### config.mk
export PLATFORM = sky130hd
export DESIGN_NAME = uart_program_loader
export DESIGN_NICKNAME = d
export VERILOG_FILES = /design/src/rtl/loader_pkg.sv /design/src/rtl/word_assembler.sv /design/src/rtl/uart_program_loader.sv
export SDC_FILE = /design/constraint.sdc
export NUM_CORES = 1
export LEC_CHECK = 0
export BUFFER_PORTS_ARGS = -buffer_cell sky130_fd_sc_hd__buf_4
export CORE_ASPECT_RATIO = 0.7
export CORE_MARGIN = 4
export CORE_UTILIZATION = 55
export DETAILED_ROUTE_END_ITERATION = 6
export PLACE_DENSITY = 0.87
export SLEW_MARGIN = 15
export SYNTH_ARGS = -nofsm -noshare
export SYNTH_HDL_FRONTEND = slang
export SYNTH_SLANG_ARGS = --single-unit
### constraint.sdc
create_clock -name clk -period 3.74 [get_ports clk]
set_input_delay 0.374 -clock clk [delete_from_list [all_inputs] [get_ports clk]]
set_output_delay 0.374 -clock clk [all_outputs]
set_load 0.01 [all_outputs]
### src/rtl/loader_pkg.sv
// Purpose: framing-word constants and FSM state type shared by the program loader.
// Latency: n/a (declarations only).
// Backpressure: n/a.
package loader_pkg;

  localparam logic [23:0] START_WORD    = 24'hFF0000;
  localparam logic [23:0] STOP_RST_WORD = 24'hFFFF00;
  localparam logic [23:0] STOP_RUN_WORD = 24'hFFF000;

  typedef enum logic {
    IDLE = 1'b0,
    LOAD = 1'b1
  } state_t;

endpackage

### src/rtl/word_assembler.sv
// Purpose: packs UART bytes b0,b1,b2 into {b2,b1,b0}; drops a stale partial word after an idle timeout.
// Latency: word/word_valid are combinational in the cycle the third byte is strobed.
// Backpressure: none; every rx_valid byte is consumed.
module word_assembler #(
  parameter int TIMEOUT_CYCLES = 200000
) (
  input  logic        clk,
  input  logic        rst,
  input  logic [7:0]  rx_byte,
  input  logic        rx_valid,
  output logic [23:0] word,
  output logic        word_valid
);

  localparam int TW = $clog2(TIMEOUT_CYCLES + 1);

  logic [1:0]    idx;
  logic [15:0]   partial;
  logic [TW-1:0] idle_cnt;

  // The third byte completes the word in the same cycle it arrives, so the
  // top level can register its effect on the very next edge.
  assign word_valid = rx_valid && (idx == 2'd2);
  assign word       = {rx_byte, partial};

  // Byte capture, index advance and idle timeout; a fresh byte always wins over expiry.
  always_ff @(posedge clk) begin
    if (!rst) begin
      idx      <= 2'd0;
      partial  <= 16'h0000;
      idle_cnt <= '0;
    end else if (rx_valid) begin
      idle_cnt <= '0;
      case (idx)
        2'd0: begin
          partial[7:0] <= rx_byte;
          idx          <= 2'd1;
        end
        2'd1: begin
          partial[15:8] <= rx_byte;
          idx           <= 2'd2;
        end
        default: idx <= 2'd0;
      endcase
    end else if (idx != 2'd0) begin
      if (idle_cnt == TW'(TIMEOUT_CYCLES - 1)) begin
        idx      <= 2'd0;
        idle_cnt <= '0;
      end else begin
        idle_cnt <= idle_cnt + 1'b1;
      end
    end else begin
      idle_cnt <= '0;
    end
  end

endmodule

### src/rtl/uart_program_loader.sv
// Purpose: loads instruction words framed by START/STOP words into imem, holding the CPU meanwhile.
// Latency: the byte completing a word in cycle N produces its write/state/hold/restart effect in N+1.
// Backpressure: none; words arriving when memory is full are dropped and flagged in overflow.
module uart_program_loader
  import loader_pkg::*;
#(
  parameter int ADDR_W         = 8,
  parameter int TIMEOUT_CYCLES = 200000
) (
  input  logic              clk,
  input  logic              rst,
  input  logic [7:0]        rx_byte,
  input  logic              rx_valid,
  output logic              imem_we,
  output logic [ADDR_W-1:0] imem_addr,
  output logic [23:0]       imem_wdata,
  output logic              cpu_hold,
  output logic              cpu_rst,
  output logic              loading,
  output logic [ADDR_W:0]   load_count,
  output logic              overflow
);

  state_t        state, next_state;
  logic [23:0]   word;
  logic          word_valid;
  logic [ADDR_W:0] cnt;
  logic          is_start, is_stop_rst, is_stop_run;

  word_assembler #(
    .TIMEOUT_CYCLES(TIMEOUT_CYCLES)
  ) u_asm (
    .clk       (clk),
    .rst       (rst),
    .rx_byte   (rx_byte),
    .rx_valid  (rx_valid),
    .word      (word),
    .word_valid(word_valid)
  );

  assign is_start    = (word == START_WORD);
  assign is_stop_rst = (word == STOP_RST_WORD);
  assign is_stop_run = (word == STOP_RUN_WORD);

  // State register.
  always_ff @(posedge clk) begin
    if (!rst) state <= IDLE;
    else      state <= next_state;
  end

  // Next-state decode from completed framing words.
  always_comb begin
    next_state = state;
    if (word_valid) begin
      case (state)
        IDLE:    if (is_start) next_state = LOAD;
        LOAD:    if (is_stop_rst || is_stop_run) next_state = IDLE;
        default: next_state = IDLE;
      endcase
    end
  end

  // State-derived outputs: the CPU is held exactly while loading.
  always_comb begin
    loading  = (state == LOAD);
    cpu_hold = (state == LOAD);
  end

  // Address counter, write port, restart pulse and overflow flag.
  // The counter's top bit marks "memory full", so it saturates at 2^ADDR_W.
  always_ff @(posedge clk) begin
    if (!rst) begin
      cnt        <= '0;
      imem_we    <= 1'b0;
      imem_addr  <= '0;
      imem_wdata <= 24'h000000;
      cpu_rst    <= 1'b0;
      overflow   <= 1'b0;
    end else begin
      imem_we <= 1'b0;
      cpu_rst <= 1'b0;
      if (word_valid) begin
        if (is_start) begin
          cnt      <= '0;
          overflow <= 1'b0;
        end else if (state == LOAD) begin
          if (is_stop_rst) begin
            cpu_rst <= 1'b1;
          end else if (!is_stop_run) begin
            if (!cnt[ADDR_W]) begin
              imem_we    <= 1'b1;
              imem_addr  <= cnt[ADDR_W-1:0];
              imem_wdata <= word;
              cnt        <= cnt + 1'b1;
            end else begin
              overflow <= 1'b1;
            end
          end
        end
      end
    end
  end

  assign load_count = cnt;

endmodule

# Word-level counts from Yosys, hierarchy flattened
# Cells that the tools add are included.
[totals]
elab_cells = 68
ff_bits = 81
out_inout_bits = 46
inputBits = 11
[classes]
muxes = 19
n_reduce_logical = 18
addsub = 2
n_bitwise = 8
eq_ne = 9
[op_table]
columns = ["operator", "count"]
rows = [
  ["$eq 24x24->1 const B", 3],
  ["$mux 9", 5],
  ["$add 18x1->18 const B", 1],
  ["$eq 18x18->1 const B", 1],
  ["$reduce_and 5->1", 2],
  ["$reduce_bool 2->1", 5],
  ["$add 9x1->9 const B", 1],
  ["$mux 1", 9],
  ["$not 1->1", 8],
  ["$reduce_or 4->1", 2],
  ["$mux 2", 3],
  ["$reduce_and 2->1", 3],
  ["$reduce_and 6->1", 1],
  ["$reduce_or 6->1", 1],
  ["$ne 2x2->1 const B", 2],
  ["$pmux 2 s2", 1],
  ["$reduce_and 4->1", 1],
  ["$eq 2x1->1 const B", 1],
  ["$eq 2x2->1 const B", 1],
  ["$logic_not 2->1", 1],
  ["$ne 2x1->1 const B", 1],
  ["$pmux 1 s2", 1],
  ["$logic_and 1x1->1", 1],
  ["$logic_or 1x1->1", 1],
]

# Longest topological paths before layout
[depth]
word_depth = 6
mapped_depth = 7
depth_no_buf = 6

# Cells and area by module
# From an unflattened synthesis, not the netlist that was laid out.
[hier_totals]
hier_cells = 397
area_unflattened_um2 = 3562.2
[by_module_without_submodules]
columns = ["module", "area_per_inst_um2", "cells_per_inst", "n_inst", "seq_area_each_um2"]
rows = [
  ["uart_program_loader", 2028.2, 227, 1, 900.9],
  ["word_assembler", 1534.0, 170, 1, 720.7],
]

# Least setup slack after synthesis
# Ideal clock, no wire load.
[synth_timing]
kind = "reg2reg"
start = "register u_asm.partial[8]"
end = "register imem_addr[0]"
t_arrival_ps = 1712
synth_period_minus_slack_ps = 1832
stages_incl_launch_ff = 8
path_slack_ps = 1908
required_time_ps = 3620
setup_ps = 120
n_path_buf = 2
cell_sequence = "dfxtp_1 > or4_4 > nor4_2 > nand2_1 > and3_1 > buf_2 > buf_6 > mux2i_1"
[synth_via]
elab_chain_cells = 3
elab_cells_between_ends = 7
cone_classes = "eq/ne (3); bitwise (3); reduce/logical (1)"
[synth_rtl]
columns = ["item", "line", "source"]
rows = [
  ["from (decl)", "word_assembler.sv:18", "logic [15:0] partial;"],
  ["from (signal assigned)", "word_assembler.sv:40", "partial[15:8] <= rx_byte;"],
  ["$eq 24x24->1 (on tied branches)", "uart_program_loader.sv:43, uart_program_loader.sv:41, uart_program_loader.sv:42", ""],
  ["$not 1->1 (no source line)", "n/a", ""],
  ["$reduce_and 6->1 (no source line) (*)", "n/a", ""],
  ["to (signal assigned)", "uart_program_loader.sv:92", "imem_addr <= cnt[ADDR_W-1:0];"],
  ["to (decl)", "uart_program_loader.sv:15", "output logic [ADDR_W-1:0] imem_addr,"],
]
# Every way passes the cells marked *; elsewhere a longest branch is shown, timed or not.
# A chain may end at the register's enable or synchronous reset.

# Final worst setup path
[layout_timing]
start = "register u_asm.partial[8]"
end = "register imem_wdata[10]"
[layout_via]
elab_chain_cells = 3
elab_cells_between_ends = 7
cone_classes = "eq/ne (3); bitwise (3); reduce/logical (1)"
[layout_rtl]
columns = ["item", "line", "source"]
rows = [
  ["$eq 24x24->1 (on tied branches)", "uart_program_loader.sv:43, uart_program_loader.sv:41, uart_program_loader.sv:42", ""],
  ["$not 1->1 (no source line)", "n/a", ""],
  ["$reduce_and 6->1 (no source line) (*)", "n/a", ""],
  ["to (signal assigned)", "uart_program_loader.sv:93", "imem_wdata <= word;"],
  ["to (decl)", "uart_program_loader.sv:16", "output logic [23:0] imem_wdata,"],
]
# Marked as above.

==> flow_metrics.tcl <==
set metrics [dict create \
    yosys.area_share.xor_xnor_pct 4.170 \
    clockBufferDepth 2 \
    synthTopCellsByCount "dfxtp_1, nand2_1, mux2i_1, nor2_1, nand4_1" \
    endpoint_kind "flop" \
    cp-startpoint "u_asm.partial[8]" \
    synth_compound_area_share_pct 4.691 \
    power_per_cell_area_nw_per_um2 420.9 \
    netlist_instances 373 \
    antenna_cells 0 \
    cts_setup_buffers 0 \
    skew_ps 11.78 \
    async_reset_ff_share_pct 0 \
    dpl.hpwl_microns 5194 \
    synth_simple_gate_area_share_pct 24.09 \
    cts_resized 0 \
    portBuffers 56 \
    fmax_mhz 409.9 \
    cap_viol_max_count 0 \
    slew_headroom_pct 39.04 \
    coreArea_sq_um 5813 \
    yosysMostFrequentCell "dfxtp_1" \
    rsz0062_at_grt "false" \
    crit_slowest_cell "and3_2" \
    cts_inserted_buffers 9 \
    critical_path.cell_chain "or4_4 > nor4_2 > nand2_1 > and3_2 > mux2i_1" \
    final_net_count 435 \
    tns_ps 0 \
    tightest_slew_ps 914.5 \
    whs_ps 310.8 \
    synthMuxAreaShare_pct 14.30 \
    cp-start-kind "flop" \
    rows 23 \
    hp-class "in2reg" \
    synth_top_family_by_area "simple AND/OR/NAND/NOR gates" \
    ys.flop_type "dfxtp_1" \
    yosysUniqueCellTypes 38 \
    hold_violations 0 \
    wl_per_cell_microns 15.15 \
    synth-seq-cells 81 \
    cts_tree "done" \
    wirelength_microns 7604 \
    clkTransAtPathRegs_ps 80 \
    max_stage_delay_ps 630 \
    fin_crit_sh_pct 65.23 \
    syn_nets 386 \
    drc 0 \
    routabilityCongestion 0.8362 \
    fin_util_pct 69.01 \
    netlist_area_sq_um 3361 \
    cts_root_buf "clkbuf_8" \
    grt_overflow 0 \
    ys_seq_area_share_pct 48.25 \
    avgSynthCellArea_sq_um 9.010 \
    fin_crit_ps 2440 \
    ir_worst_vdd_v 0.0002639 \
    avgViaCountPerCell 5.647 \
    antenna_found_initial 0 \
    synth_warnings 0 \
    clock_latency_ps 350 \
    hp-start "rx_byte[6]" \
    drt_pass1_iterations 5 \
    grt_pass1_vias 2528 \
    setup_viol 0 \
    hold_buffers 0 \
    syn_to_final_growth_pct 19.36 \
    status "finished, final reports clean" \
    critPathKind "reg2reg" \
    clock_sinks 81 \
    finalMaxSlewViolations 0 \
    synth-adder-area-share_pct 0.7446 \
    drtIter0Drc 275 \
    die_x_microns 101.4 \
    synth_top_cell_by_area "dfxtp_1" \
    cp.arrival_ps 2630 \
    worstPathMaxFanout 30 \
    synth_top_area_share_pct 48.25 \
    cts_max_level 3 \
    die_area_sq_um 7445 \
    fp.dieH_microns 73.40 \
    grt_pass1_wl_microns 12370 \
    antenna_left 0 \
    synth_edf_count 0 \
    initial_core_util_pct 57.81 \
    ios 57 \
    vias 2835 \
    grt.total_usage_pct 21.30 \
    power_leakage_nw 1.546 \
    r2r-start "u_asm.partial[8]" \
    synth_area_leaders "dfxtp_1, mux2i_1, nand2_1" \
    required_ps 3930 \
    grt_max_degree 73 \
    drive_above_1_share_pct 18.97 \
]
## worst max-delay path: cells and delay by family, from the launching register on
kind | cells | cell delay, ps
and+or+nand+nor | 4 | 1690
muxes | 1 | 230
DFF | 1 | 350
## cells in the final DEF, fill, tap and decap left out, types with 2 or more instances in the layout
master	instances
and3_1	3
a21oi_1	9
a31oi_1	2
xnor2_1	11
and4_1	3
nand3_1	7
clkbuf_8	10
nand4_1	12
dfxtp_1	81
nand3b_1	2
or4_1	4
xor2_1	5
or4_4	2
or3_1	8
nand2_1	77
buf_4	57
ha_1	2
o22ai_1	7
mux2i_1	48
nor2_1	43
nor2b_1	2
bufinv_16	2
o21ai_0	3
inv_1	7
nor3_1	4
## metrics by stage
stage / power, mW / instance area [sq um] / std cells / worst slack, ps
after floorplan: 0.9645 / 3361 / 373 / 1908
after global placement: 0.9897 / 3784 / 486 / 1416
after detailed placement: 0.9927 / 3784 / 486 / 1359
after CTS: 1.698 / 4011 / 502 / 1325
after global routing: 1.751 / 4011 / 502 / 1183
final: 1.688 / 4011 / 502 / 1300
## power breakdown
group / internal (mW) / switching (mW)
combinational: 0.0346 / 0.0547
sequential: 0.874 / 0.0119
clock: 0.396 / 0.317
total: 1.30 / 0.384
## flip-flops by register name (all words and copies together), names as in the netlist
| signal | count |
|---|---|
| cpu_rst | 1 |
| imem_wdata | 24 |
| u_asm.partial | 16 |
| imem_we | 1 |
| u_asm.idle_cnt | 18 |
| overflow | 1 |
| cpu_hold | 1 |
| load_count | 9 |
| imem_addr | 8 |
| u_asm.idx | 2 |
## cell families after synthesis
family	after synthesis
muxes	48
and+or+nand+nor	174
xor gates and xnor gates	16
AOI/OAI and AO/OA	26
DFF	81
adders and majority gates	2
buffers and inverters	26
## layer usage
metal / global-route usage, % / vias to the layer above / wire [microns]
met5: 0 / - / 0
met4: 5.457 / 0 / 96
met3: 7.211 / 15 / 713
met2: 30.14 / 130 / 3197
met1: 31.01 / 1314 / 3596
li1: - / 1376 / -
## cell type report
cell class,count,area (sq um)
clock inverter,6,90.09
multi-input combinational,266,1614
fill,455,1802
inverter,7,26.28
tap,75,93.84
timing repair buffer,57,427.9
clock buffer,10,137.6
sequential,81,1622
## worst paths after layout
path	endpoint	slack, ps	depth (start not counted)
setup / recovery	imem_wdata[10]	1300	5
hold / removal	u_asm.partial[6]	310	3
hold reg to reg	imem_addr[7]	460	2
setup reg to reg	imem_wdata[10]	1300	5
(Power assumes the default switching activity.)
